## src/rtl/mac_lane_issuer.sv

```systemverilog
// Sequencer for one MAC lane: fetches operand words, streams them into the lane, writes results back.
// Optional stall counter output perf_stall is enabled by defining MAC_ISSUE_PERF_EN.
module mac_lane_issuer #(
    parameter int EW = 16,
    parameter int AW = 32,
    parameter int LW = 10,
    localparam int DW = 1 + AW + 2 * EW
) (
    input  logic          clk,
    input  logic          rst_n,
    input  logic          job_valid,
    output logic          job_ready,
    input  logic [LW-1:0] job_len,
    input  logic [LW-1:0] job_rd_base,
    input  logic [LW-1:0] job_wr_base,
    input  logic          job_signed,
    output logic          rd_en,
    output logic [LW-1:0] rd_addr,
    input  logic [DW-1:0] rd_data,
    output logic          ln_in_valid,
    input  logic          ln_in_ready,
    output logic [EW-1:0] ln_a,
    output logic [EW-1:0] ln_b,
    output logic [AW-1:0] ln_c,
    output logic          ln_mask,
    output logic          ln_signed,
    input  logic          ln_out_valid,
    output logic          ln_out_ready,
    input  logic [AW-1:0] ln_y,
    output logic          wr_en,
    output logic [LW-1:0] wr_addr,
    output logic [AW-1:0] wr_data,
    output logic          busy,
    output logic          done
`ifdef MAC_ISSUE_PERF_EN
    ,
    output logic [31:0]   perf_stall
`endif
);

    typedef enum logic [1:0] {IDLE, RUN, DONE} state_t;

    state_t        state_q, state_d;
    logic [LW-1:0] len_q, rd_base_q, wr_base_q;
    logic          signed_q;
    logic [LW-1:0] rd_cnt, iss_cnt, ret_cnt;
    logic          rd_pend;
    logic [DW-1:0] fifo_mem [2];
    logic          fifo_rd_ptr, fifo_wr_ptr;
    logic [1:0]    fifo_cnt;
    logic [1:0]    occ;
    logic          accept, ln_hs;
    logic [DW-1:0] head;

    assign job_ready    = (state_q == IDLE);
    assign busy         = (state_q == RUN);
    assign done         = (state_q == DONE);
    assign ln_out_ready = (state_q == RUN);
    assign accept       = job_valid && job_ready;

    assign head        = fifo_mem[fifo_rd_ptr];
    assign ln_a        = head[EW-1:0];
    assign ln_b        = head[2*EW-1:EW];
    assign ln_c        = head[2*EW+AW-1:2*EW];
    assign ln_mask     = head[DW-1];
    assign ln_signed   = signed_q;
    assign ln_in_valid = (fifo_cnt != 2'd0) && (iss_cnt != len_q);
    assign ln_hs       = ln_in_valid && ln_in_ready;

    // Credit counts the slot freed by a pop this cycle, otherwise back-to-back issue stalls every other cycle.
    assign occ     = fifo_cnt - {1'b0, ln_hs} + {1'b0, rd_pend};
    assign rd_en   = (state_q == RUN) && (rd_cnt < len_q) && (occ < 2'd2);
    assign rd_addr = rd_base_q + rd_cnt;

    always_ff @(posedge clk or negedge rst_n) begin
        if (!rst_n) state_q <= IDLE;
        else        state_q <= state_d;
    end

    always_comb begin
        state_d = state_q;
        case (state_q)
            IDLE:    if (job_valid) state_d = (job_len == '0) ? DONE : RUN;
            RUN:     if (wr_en && (ret_cnt == len_q)) state_d = DONE;
            DONE:    state_d = IDLE;
            default: state_d = IDLE;
        endcase
    end

    always_ff @(posedge clk or negedge rst_n) begin
        if (!rst_n) begin
            len_q     <= '0;
            rd_base_q <= '0;
            wr_base_q <= '0;
            signed_q  <= 1'b0;
            rd_cnt    <= '0;
            iss_cnt   <= '0;
            ret_cnt   <= '0;
            rd_pend   <= 1'b0;
            wr_en     <= 1'b0;
            wr_addr   <= '0;
            wr_data   <= '0;
        end else begin
            rd_pend <= rd_en;
            wr_en   <= 1'b0;
            if (accept) begin
                len_q     <= job_len;
                rd_base_q <= job_rd_base;
                wr_base_q <= job_wr_base;
                signed_q  <= job_signed;
                rd_cnt    <= '0;
                iss_cnt   <= '0;
                ret_cnt   <= '0;
            end
            if (rd_en) rd_cnt <= rd_cnt + 1'b1;
            if (ln_hs) iss_cnt <= iss_cnt + 1'b1;
            if (ln_out_valid && ln_out_ready) begin
                wr_en   <= 1'b1;
                wr_data <= ln_y;
                wr_addr <= wr_base_q + ret_cnt;
                ret_cnt <= ret_cnt + 1'b1;
            end
        end
    end

    // Two-entry operand FIFO fed by the RAM one cycle after each read strobe.
    always_ff @(posedge clk or negedge rst_n) begin
        if (!rst_n) begin
            fifo_mem[0] <= '0;
            fifo_mem[1] <= '0;
            fifo_rd_ptr <= 1'b0;
            fifo_wr_ptr <= 1'b0;
            fifo_cnt    <= 2'd0;
        end else begin
            if (rd_pend) begin
                fifo_mem[fifo_wr_ptr] <= rd_data;
                fifo_wr_ptr           <= ~fifo_wr_ptr;
            end
            if (ln_hs) fifo_rd_ptr <= ~fifo_rd_ptr;
            case ({rd_pend, ln_hs})
                2'b10:   fifo_cnt <= fifo_cnt + 2'd1;
                2'b01:   fifo_cnt <= fifo_cnt - 2'd1;
                default: fifo_cnt <= fifo_cnt;
            endcase
        end
    end

`ifdef MAC_ISSUE_PERF_EN
    always_ff @(posedge clk or negedge rst_n) begin
        if (!rst_n)
            perf_stall <= '0;
        else if (accept)
            perf_stall <= '0;
        else if ((state_q == RUN) && ln_in_valid && !ln_in_ready && (perf_stall != '1))
            perf_stall <= perf_stall + 32'd1;
    end
`endif

endmodule

```

## config.mk

```make
export PLATFORM = sky130hd
export DESIGN_NAME = mac_lane_issuer
export DESIGN_NICKNAME = d
export VERILOG_FILES = /design/src/rtl/mac_lane_issuer.sv
export SDC_FILE = /design/constraint.sdc
export NUM_CORES = 1
export LEC_CHECK = 0
export BUFFER_PORTS_ARGS = -buffer_cell sky130_fd_sc_hd__buf_2
export CORE_MARGIN = 1
export CORE_UTILIZATION = 25
export DETAILED_ROUTE_END_ITERATION = 7
export PLACE_DENSITY = 0.51
export SYNTH_ARGS = -nofsm -noshare
export SYNTH_HDL_FRONTEND = slang
export SYNTH_SLANG_ARGS = --single-unit
```

## constraint.sdc

```tcl
create_clock -name clk -period 6.1 [get_ports clk]
set_clock_uncertainty 0.05 [all_clocks]
set_input_delay 0.61 -clock clk [delete_from_list [all_inputs] [get_ports clk]]
set_output_delay 0.61 -clock clk [all_outputs]
set_load 0.02 [all_outputs]
```

# == After elaboration in Yosys (flattened, before gate mapping) ==
# Index checks and enable logic that the tools add are counted.
# op_classes
addsub,9
magnitude_cmp,5
eq_ne,8
muxes,16
n_bitwise,4
n_reduce_logical,16
# ops
cell,n
two-way mux 65 bit,4
bitwise mux 130 bit,1
demux 65 bit (select 1 bit),1
two-way mux 10 bit,4
adder 10 x 1 -> 10 bit (second input constant),3
adder 10 bit,2
equality test 10 bit,1
zero test 10 bit,1
less-than comparator 10 bit,1
!= test 10 bit,1
nonzero test 2 bit,5
logical AND 1 bit,8
one-hot mux 2 bit (2 select lines),2
two-way mux 2 bit,3
equality test 2 x 1 -> 1 bit (second input constant),2
equality test 2 bit (second input constant),2
>= comparator 2 bit (second input constant),2
inverter 1 -> 2 bit,2
adder 2 x 1 -> 2 bit,1
adder 2 x 1 -> 2 bit (second input constant),1
zero test 2 bit,1
less-than comparator 2 x 1 -> 1 bit (second input constant),1
less-than comparator 2 bit (second input constant),1
!= test 2 x 1 -> 1 bit (second input constant),1
6 further kinds,7
# totals
regBits,241
in_bits,133
out_inout_bits,125
wordCells,75

# == Longest topological paths before layout ==
# Gate-level depths: netlist of the first run.
# depth
ltp_word,8
depth_mapped,10
depth_no_buf,9

# == Worst setup path before layout of the first run ==
# No wires, ideal clock.
# synth_path
kind,register to output
startpoint,register iss_cnt[3]
endpoint,output port rd_en
arrival_time_ns,2.536
t_required_ns,5.440
setup_slack_ns,2.904
stages_incl_launch_ff,11
n_path_buf,1
path_cell_list,dfrtp_1 xor2_1 nor4_1 a31oi_2 buf_2 ha_1 nor2b_1 xnor2_1 nor4_4 nand2_1 inv_1
# synth_between
elab_chain_cells,7
# synth_rtl
item,line_no,text
"start, declared",46,"logic [LW-1:0] rd_cnt, iss_cnt, ret_cnt;"
"start signal, assigned",116,if (ln_hs) iss_cnt <= iss_cnt + 1'b1;
!= test 10 bit,67,assign ln_in_valid = (fifo_cnt != 2'd0) && (iss_cnt != len_q);
logical AND 1 bit,67,
logical AND 1 bit,68,assign ln_hs = ln_in_valid && ln_in_ready;
net ln_hs,52,"logic accept, ln_hs;"
subtractor 2 x 1 -> 2 bit,71,"assign occ = fifo_cnt - {1'b0, ln_hs} + {1'b0, rd_pend};"
adder 2 x 1 -> 2 bit,71,
less-than comparator 2 bit,72,assign rd_en = (state_q == RUN) && (rd_cnt < len_q) && (occ < 2'd2);
logical AND 1 bit,72,
"end, declared",17,"output logic rd_en,"
# The timed path passes the listed nets, and every way through them passes these cells.

# == Final worst setup path of the first run ==
# layout_path
startpoint,register len_q[0]
endpoint,output port rd_en
# layout_between
elab_chain_cells,7
elab_cells_between_ends,9
classes_between,add/sub: 2; order compare: 2; eq/ne: 1; reduce/logical: 4
# layout_rtl
item,line_no,text
"start, declared",44,"logic [LW-1:0] len_q, rd_base_q, wr_base_q;"
"start signal, assigned",107,len_q <= job_len;
!= test 10 bit,67,
logical AND 1 bit,67,
logical AND 1 bit,68,
subtractor 2 x 1 -> 2 bit,71,
adder 2 x 1 -> 2 bit,71,
less-than comparator 2 bit,72,
logical AND 1 bit *,72,
# Mark *: on every way between the ends. The rest lies on a longest branch, timed or not.

==> results of run 1 <==
Yosys cell counts, drive strengths merged (8+ instances only):
library cell / count
dfrtp: 241
nand2: 214
mux2: 200
o21ai: 33
clkbuf: 32
ha: 32
inv: 29
nor2: 25
xnor2: 23
xor2: 23
nand3: 22
a21oi: 17
and3: 10
o211ai: 10
nor4: 9
buf: 8
power by group through the flow:
stage | sequential, mW | clock, mW | combinational [mW]
6_report | 2.50 | 1.72 | 2.95
5_1_grt | 2.59 | 1.85 | 3.22
4_1_cts | 2.51 | 1.80 | 3.03
3_5_place_dp | 2.54 | 0 | 3.01
3_3_place_gp | 2.50 | 0 | 2.99
2_1_floorplan | 2.46 | 0 | 2.17
metal layers:
layer | track usage, % | wire length, um | vias up
li1 | - | - | 3958
met1 | 16.0 | 12800 | 4059
met2 | 21.4 | 14000 | 169
met3 | 2.45 | 1260 | 48
met4 | 3.71 | 762 | 2
met5 | 0 | 13 | -
stage by stage:
step | power [mW] | util [%] | setup slack [ps] | hold slack (ps) | cell area [um2]
after detailed placement | 5.55 | 29.9 | 2150 | 404 | 13300
after global routing | 7.67 | 32.1 | 1410 | 170 | 14300
after global placement | 5.49 | 29.9 | 2180 | 401 | 13300
after floorplan | 4.63 | - | 2900 | 264 | 11400
final | 7.18 | 32.1 | 1740 | 189 | 14300
after CTS | 7.34 | 32.1 | 1670 | 146 | 14300
layout make-up:
cell class | count | area [um2] | area share, %
clock buffer | 46 | 902 | 6.32
antenna | 2 | 5.00 | 0.0350
timing repair buffer | 265 | 1370 | 9.60
sequential | 241 | 6030 | 42.2
tap | 592 | 741 | 5.19
inverter | 29 | 109 | 0.762
multi-input combinational | 685 | 5070 | 35.5
clock inverter | 6 | 57.6 | 0.403
registers in the layout (all words and copies together), names as in the netlist, 2 cells and up:
signal / count
rd_cnt: 10
ret_cnt: 10
len_q: 10
state_q: 2
wr_addr: 10
fifo_cnt: 2
fifo_mem: 130
iss_cnt: 10
wr_base_q: 10
rd_base_q: 10
wr_data: 32
worst reg2reg max path: stages, from the launching register on:
cell and delay [ps]:
dfrtp_1 440, xor2_1 180, nor4_1 440, a31oi_2 430, ha_1 430, nor2b_1 130, xnor2_1 130, or4_4 470
or4_1 490, o221ai_1 80
how the worst min path moves through the flow:
stage	to	slack (ps)	depth (start not counted)
2_1_floorplan	fifo_cnt[0]	260	0
3_3_place_gp	state_q[1]	400	1
3_5_place_dp	fifo_rd_ptr	400	1
4_1_cts	wr_data[15]	150	3
5_1_grt	rd_base_q[1]	170	3
6_report	rd_base_q[8]	190	3
kinds of logic after synthesis:
kind of cell | share of synthesized area, %
DFF | 53.1
adders and majority gates | 3.88
xor gates and xnor gates | 3.55
AOI/OAI and AO/OA | 5.03
muxes | 20.3
buffers and inverters | 2.38
and+or+nand+nor | 11.8
timing repair:
action | in CTS | in global routing
hold endpoints to repair | 68 | 0
buffers inserted | 0 | 0
hold buffers | 1 | 0
==> results.md, run 1 <==
- EDFF count, synth: 0
- R2R Path End: rd_cnt[9]
- Most frequent cells in the layout: buf_2 (256), dfrtp_1 (240), nand2_1 (213)
- Setup crit start kind: register
- Row count: 77
- Reg power frac: 34.9%
- Num CTS Buffers: 30
- P_leak: 6.86 nW
- CP Capture Point: rd_en
- Minimum clock period: 4360 ps
- Initial antenna violation count: 3
- Relative slew slack: 24.5%
- Clk pwr share: 24.0%
- Final Slew Violations: 0
- Crit path required time: 5440 ps
- Max-cap viol count: 0
- CP peak stage delay: 440 ps
- Gate power share: 41.1%
- GRT Overall Usage: 12.6%
- Unique masters post-synth: 50
- Clock-pin slew on the worst setup and hold paths: 60 ps
- Psw: 2.58 mW
- Min-Delay Path Class: input pin to register
- Vias in the first global route: 8687
- Area added between synthesis and finish: 25.8%
- Critical-path cell list: xor2_1 -> nor4_1 -> a31oi_2 -> ha_1 -> nor2b_1 -> xnor2_1 -> nor4_4 -> nand2_1 -> inv_1 -> buf_2
- Die span in y: 215 um
- Syn nets: 1162
- Dpl cells: 1811
- Most used DFF post-synth: dfrtp_1
- Finished Layout Cells: 1866
- Dpl hpwl: 19600 um
- Vias/cell: 4.41
- Post-Syn Instances: 995
- Core ar.: 44500 um2
- Fraction of power spent switching nets: 35.9%
- Top-area cell type share of the netlist area: 53.1%
- Int Pwr: 4.60 mW
- Leading cell type in the layout, fill and taps excluded: buf_2
- DR pass1 iterations: 4
- CTS tree: done
- Slew @ Worst Pin: 1130 ps
- Syn_area_per_cell: 11.4 um2
- Worst R2R Start: len_q[0]
- Seq/Total Area, Yosys: 53.1%
- Status: completed
- Number of DRC markers in iteration 0: 433
- RSZ-0062 raised after global routing: no
- # nets final: 1419
- Warnings from Yosys: 0
- Post-Route WL: 28800 um
- ANT nets after route: 0
- Peak VDD IR: 0.292 mV
- Crit end category: output port
- R2r worst-path depth: 9
- Crit-path max FO: 19
- Die Footprint: 46300 um2
- IO Pins: 258
- Slowest-stage cell, CP: dfrtp_1
- Drt drc: 0
- Start point of the critical path: len_q[0]
- Ratio of cells with drive above 1 in the final layout: 40.8%
- Maximum number of pins on one net before global-route repair: 174
- Count of input and output buffers: 257
- Mapped Area: 11400 um2
- H-tree depth: 1
- Critical Path AT: 3700 ps
- Endpoints failing setup: 0
- DR vias: 8236
- Pwr Density: 503 nW/um2
- Hold path startpoint: job_rd_base[8]
- Crit Path Class: register to output port
- Max Root-Sink Buffers: 3
- Wire per inst: 15.4 um
- Yosys top cell by area: dfrtp_1
- CTS resizes: 0
- CTS Root Cell: clkbuf_16
- Global-route wire length before repair: 47100 um
- GRT Residual Overflow: 0
- Fmax: 230 MHz
- FF+latch count, synth: 241
- Worst-Skew Late Latency: 560 ps
- Fill count: 4606
- Levels on crit path: 10
- Final worst-path cycle share: 71.4%
- DIE WIDTH: 215 um
- Top cells by area, synth: dfrtp_1 (53%), mux2_2 (20%), nand2_1 (7.1%)
- Buf/Inv on CP: 2
- Setup_tns: 0 ps
- Starting density of the core: 25.5%
- Fin. Hold Viols: 0
- Critical path's top delay family: simple AND/OR/NAND/NOR gates
- R2R Setup Slk: 2730 ps
- Gpl congestion: 0.786
- Async set or reset register ratio after synthesis: 100%
- CTS Sinks: 241
Note: power is estimated with default switching activity, not from simulation.
==> inputs of run 2 (changes only) <==
==> constraint.sdc (replaced) <==
create_clock -name clk -period 4.08 [get_ports clk]
set_clock_uncertainty 0.05 [all_clocks]
set_input_delay 0.408 -clock clk [delete_from_list [all_inputs] [get_ports clk]]
set_output_delay 0.408 -clock clk [all_outputs]
set_load 0.02 [all_outputs]
==> run 2 against run 1 <==
Hold slack got worse by 150 ps. Via count grew 5.1%. Non-clock buffer count increased by 95. Register-to-register slack worse by 1700 ps. Largest cell class unchanged. Highest routed layer unchanged.
==> results.md, run 2 (synthesis gave the netlist of run 1 again) <==
- DR vias: 8653 (+5.1%)
- Global-route wire length before repair: 48500 um (+3.0%)
- Peak VDD IR: 0.367 mV (+26%)
- Fin. Hold Viols: 0 (unchanged)
- P_leak: 7.32 nW (+6.7%)
- Relative slew slack: 31.1% (+6.6 points)
- Maximum number of pins on one net before global-route repair: 120 (-31%)
- Dpl hpwl: 19600 um (-0.25%)
- Minimum clock period: 3800 ps
- Initial antenna violation count: 1 (-2)
- Finished Layout Cells: 1962 (+5.1%)
- Crit path required time: 3620 ps (-1820 ps)
- Max-cap viol count: 0 (unchanged)
- Area added between synthesis and finish: 35.3%
- Max Root-Sink Buffers: 3 (unchanged)
- Max reg flops: 130 (unchanged)
- Ratio of cells with drive above 1 in the final layout: 38.4% (-2.4 points)
- RSZ-0062 raised after global routing: no
- Crit Path Class: register to output port
- Critical Path AT: 3340 ps (-360 ps)
- Final worst-path cycle share: 93.2%
- ANT nets after route: 0 (unchanged)
- Clock-pin slew on the worst setup and hold paths: 60 ps (about the same)
- Biggest regs: fifo_mem x130, wr_data x32
- Vias in the first global route: 9255 (+6.5%)
- CTS tree: done
- Endpoints failing setup: 0 (unchanged)
- Post-Route WL: 29600 um (+2.8%)
- CTS Root Cell: clkbuf_16
- Top reg by flops: fifo_mem
- Diodes inserted: 0 (-2)
- H-tree depth: 1 (unchanged)
- Setup crit start kind: register
- Vias/cell: 4.41 (about the same)
- Hold_buf cts: 94 (+93)
- Crit-path max FO: 8 (-11)
- Wire per inst: 15.1 um (-2.3%)
- Dpl cells: 1813 (+0.11%)
- DIE WIDTH: 215 um (unchanged)
- Core ar.: 44500 um2 (unchanged)
- Drt drc: 0 (unchanged)
- # nets final: 1514 (+6.7%)
- Fmax: 263 MHz
- CTS resizes: 0 (unchanged)
- Slew @ Worst Pin: 1030 ps (-99.1 ps)
- Num CTS Buffers: 30 (unchanged)
- Die Footprint: 46300 um2 (unchanged)
- Gpl congestion: 0.809 (+2.9%)
- GRT Overall Usage: 12.8% (+0.28 points)
- Most frequent cells in the layout: buf_2 (256), dfrtp_1 (240), nand2_1 (213)
- Worst Slack Setup Final: 279 ps (-1460 ps)
- Status: completed
- Count of input and output buffers: 257 (unchanged)
- Starting density of the core: 25.5% (unchanged)
- Final Slew Violations: 0 (unchanged)
- Post-CTS setup buffer count: 0 (unchanged)
- Die span in y: 215 um (unchanged)
- Leading cell type in the layout, fill and taps excluded: buf_2
- Pwr Density: 725 nW/um2 (+44%)
- DR pass1 iterations: 4 (unchanged)
- GRT Residual Overflow: 0 (unchanged)
- Post-Place Setup Slack: 907 ps (-1240 ps)
- Setup_tns: 0 ps (unchanged)
- Min-Delay Path Class: input pin to register
- Row count: 77 (unchanged)
- Crit end category: output port
- IO Pins: 258 (unchanged)
- Number of DRC markers in iteration 0: 386 (-11%)
- Worst-Skew Late Latency: 560 ps (about the same)
- CTS Sinks: 241 (unchanged)
-- run 2: cell count changes in the layout (fill, tap and decap cells not counted) --
cell / before / now
clkbuf_1: 8 / 6
clkinv_2: 4 / 5
inv_6: 0 / 1
clkinvlp_4: 1 / 2
clkbuf_8: 7 / 4
bufinv_16: 1 / 6
dlygate4sd3_1: 1 / 94
diode_2: 2 / 0
buf_12: 1 / 3
-- run 2: path summary, 6_finish.rpt --
kind,slack (ps),depth (start not counted),to,startpoint
max reg2reg,1040,9,rd_cnt[7],len_q[6]
min reg2reg,410,1,state_q[1],state_q[1]
min,40,2,fifo_mem[35],rd_data[35]
max in group asynchronous,2840,3,fifo_mem[29],rst_n
min in group asynchronous,200,2,fifo_mem[122],rst_n
max,280,10,rd_en,len_q[6]
-- run 2: report_power, final --
group / switching [mW] / leakage (nW) / internal, mW
registers: 0.526 / 2.90 / 3.24
clock network: 1.05 / 0.527 / 1.83
logic: 2.35 / 3.90 / 2.15
total: 3.93 / 7.32 / 7.22
-- run 2: cell type report --
cell class / count / area [um2]
inverters: 29 / 109
multi-input cells: 685 / 5070
fillers: 4501 / 29100
clock buffers: 41 / 853
clock inverters: 14 / 229
repair buffers: 360 / 2340
well taps: 592 / 741
flip-flops and latches: 241 / 6030
-- run 2: routing by layer --
metal  track usage (%)  vias to the layer above  share of wire, %  wire [um]
li1                  -                     4153                 -          -
met2              21.9                      193                48      14200
met4              4.49                        2               3.2        935
met1              15.8                     4251                44      12900
met3              2.89                       54               5.1       1500
met5                 0                        -             0.027          8
-- run 2: worst max-delay path, cell delays in order, from the launching register on --
cell and delay [ps]:
dfrtp_1 420, xor2_1 170, nor4_1 500, a31oi_2 180
ha_1 220, xnor2_1 190, xnor2_1 150, nor4_4 380
nand2_1 240, inv_1 140, buf_2 180
-- run 2: through the flow --
stage	util, %	hold WS (ps)	power, mW	instance area [um2]
floorplan	-	62.4	6.92	11400
global placement	30.0	191	8.23	13400
detailed placement	30.0	192	8.30	13400
CTS	34.5	0.0334	11.4	15400
global route	34.5	13.7	11.9	15400
finish	34.5	41.3	11.2	15400
==> inputs of run 3 (changes only) <==
==> constraint.sdc (replaced) <==
create_clock -name clk -period 4.9 [get_ports clk]
set_clock_uncertainty 0.05 [all_clocks]
set_input_delay 0.49 -clock clk [delete_from_list [all_inputs] [get_ports clk]]
set_output_delay 0.49 -clock clk [all_outputs]
set_load 0.02 [all_outputs]
==> run 3 against run 2 <==
Final cell count down 4.8%. Via count is 5.4% lower. Combinational power decreased by 19%. First-iteration DRC count shrank 13%. Clock-buffer cell count grew 3. Largest power group unchanged.
==> results.md, run 3 (synthesis gave the netlist of run 1 again) <==
- Status: completed
- RSZ-0062 raised after global routing: no
- Drt drc: 0 (unchanged)
- Number of DRC markers in iteration 0: 336 (-13%)
- CP Capture Point: rd_en
- Initial antenna violation count: 3 (+2)
- # nets final: 1422 (-6.1%)
- Final Slew Violations: 0 (unchanged)
- Ratio of cells with drive above 1 in the final layout: 40.8% (+2.5 points)
- Crit Path Class: register to output port
- Die span in y: 215 um (unchanged)
- Slew @ Worst Pin: 1060 ps (+23.9 ps)
- Row count: 77 (unchanged)
- R2r worst-path depth: 9 (unchanged)
- Biggest regs: fifo_mem x130, wr_data x32
- Vias/cell: 4.38 (-0.62%)
- R2R Setup Slk: 1890 ps (+850 ps)
- Pwr Density: 625 nW/um2 (-14%)
- Post-layout util: 32.1% (-2.4 points)
- Post-Route WL: 29000 um (-2.0%)
- Max-cap viol count: 0 (unchanged)
- Post-CTS setup buffer count: 0 (unchanged)
- Clock-pin slew on the worst setup and hold paths: 60 ps (about the same)
- GRT Overall Usage: 12.5% (-0.30 points)
- Power, Total: 8.93 mW (-20%)
- Relative slew slack: 29.5% (-1.6 points)
- Maximum number of pins on one net before global-route repair: 103 (-14%)
- Global-route wire length before repair: 46900 um (-3.3%)
- ANT nets after route: 0 (unchanged)
- Final worst-path cycle share: 78.7%
- Core ar.: 44500 um2 (unchanged)
- Area added between synthesis and finish: 25.8%
- Gpl congestion: 0.812 (+0.45%)
- Max reg flops: 130 (unchanged)
- Max Root-Sink Buffers: 3 (unchanged)
- Worst R2R Start: iss_cnt[3]
- Min-Delay Path Class: input pin to register
- Crit path required time: 4360 ps (+740 ps)
- Die Footprint: 46300 um2 (unchanged)
- Crit end category: output port
- CTS Sinks: 241 (unchanged)
- Critical Path AT: 3310 ps (-30 ps)
- Top reg by flops: fifo_mem
- DR vias: 8183 (-5.4%)
- H-tree depth: 1 (unchanged)
- Num CTS Buffers: 29 (-3.3%)
- Crit-path max FO: 8 (unchanged)
- CTS resizes: 0 (unchanged)
- DR pass1 iterations: 5 (+1)
- Peak VDD IR: 0.393 mV (+7.2%)
- Vias in the first global route: 8623 (-6.8%)
- P_leak: 6.87 nW (-6.2%)
- Leading cell type in the layout, fill and taps excluded: buf_2
- CTS tree: done
- CTS Root Cell: clkbuf_16
- Count of input and output buffers: 257 (unchanged)
- Minimum clock period: 3850 ps
- Setup_tns: 0 ps (unchanged)
- Worst-Skew Late Latency: 550 ps (about the same)
- Fmax: 259 MHz
- DIE WIDTH: 215 um (unchanged)
- Starting density of the core: 25.5% (unchanged)
- Fin. Hold Viols: 0 (unchanged)
- Setup crit start kind: register
- Wire per inst: 15.5 um (+3.0%)
- R2R Path End: rd_cnt[9]
- IO Pins: 258 (unchanged)
- Most frequent cells in the layout: buf_2 (256), dfrtp_1 (240), nand2_1 (213)
- Hold_buf cts: 1 (-99%)
- GRT Residual Overflow: 0 (unchanged)
- Endpoints failing setup: 0 (unchanged)
- Start point of the critical path: iss_cnt[3]
- Dpl hpwl: 20300 um (+3.8%)
-- run 3: cell types whose count changed in the layout (fill, tap and decap cells not counted), sizes merged --
cell | previous run | this run
buf | 266 | 268
clkinvlp | 2 | 0
dlygate4sd3 | 94 | 1
clkinv | 5 | 2
clkbuf | 41 | 44
diode | 0 | 2
bufinv | 6 | 2
-- run 3: area by class of cell --
class | instances | area (um2)
inverter | 29 | 109
sequential | 241 | 6030
tap | 592 | 741
multi-input combinational | 685 | 5070
antenna | 2 | 5.00
timing repair buffer | 269 | 1400
clock inverter | 5 | 81.3
fill | 4614 | 30200
clock buffer | 44 | 852
-- run 3: worst min-delay path by stage --
stage	depth (start not counted)	start	endpoint	slack [ps]
detailed placement	1	state_q[1]	state_q[1]	400
floorplan	0	rst_n	fifo_cnt[0]	140
global route	3	ln_y[21]	wr_data[21]	50
global placement	1	state_q[1]	state_q[1]	390
CTS	3	ln_y[20]	wr_data[20]	30
finish	3	ln_y[0]	wr_data[0]	70
-- run 3: critical path, stage by stage, from the launching register on --
cell and delay, ps:
dfrtp_1 440, xor2_1 180, nor4_1 460, a31oi_2 180, ha_1 300, nor2b_1 130
xnor2_1 130, nor4_4 380, nand2_1 240, inv_1 140, buf_2 180
-- run 3: per-stage QoR --
step | instances | hold slack, ps | area, um2 | setup WS [ps]
2_1_floorplan | 995 | 144 | 11400 | 1820
3_3_place_gp | 1815 | 394 | 13300 | 1610
3_5_place_dp | 1815 | 404 | 13300 | 1650
4_1_cts | 1865 | 25.2 | 14300 | 1020
5_1_grt | 1867 | 54.1 | 14300 | 872
6_report | 1867 | 72.5 | 14300 | 1050
-- run 3: power breakdown --
group	switching [mW]	internal, mW	total, mW
Combinational	1.89	1.74	3.63
Clock	0.831	1.29	2.12
Sequential	0.490	2.69	3.18
-- run 3: layer usage --
layer | global-route usage (%) | up-vias | wire length (um)
met5 | 0 | - | 11
met4 | 4.30 | 2 | 938
met3 | 2.55 | 53 | 1330
met2 | 21.2 | 175 | 13700
met1 | 15.9 | 3981 | 13000
li1 | - | 3972 | -
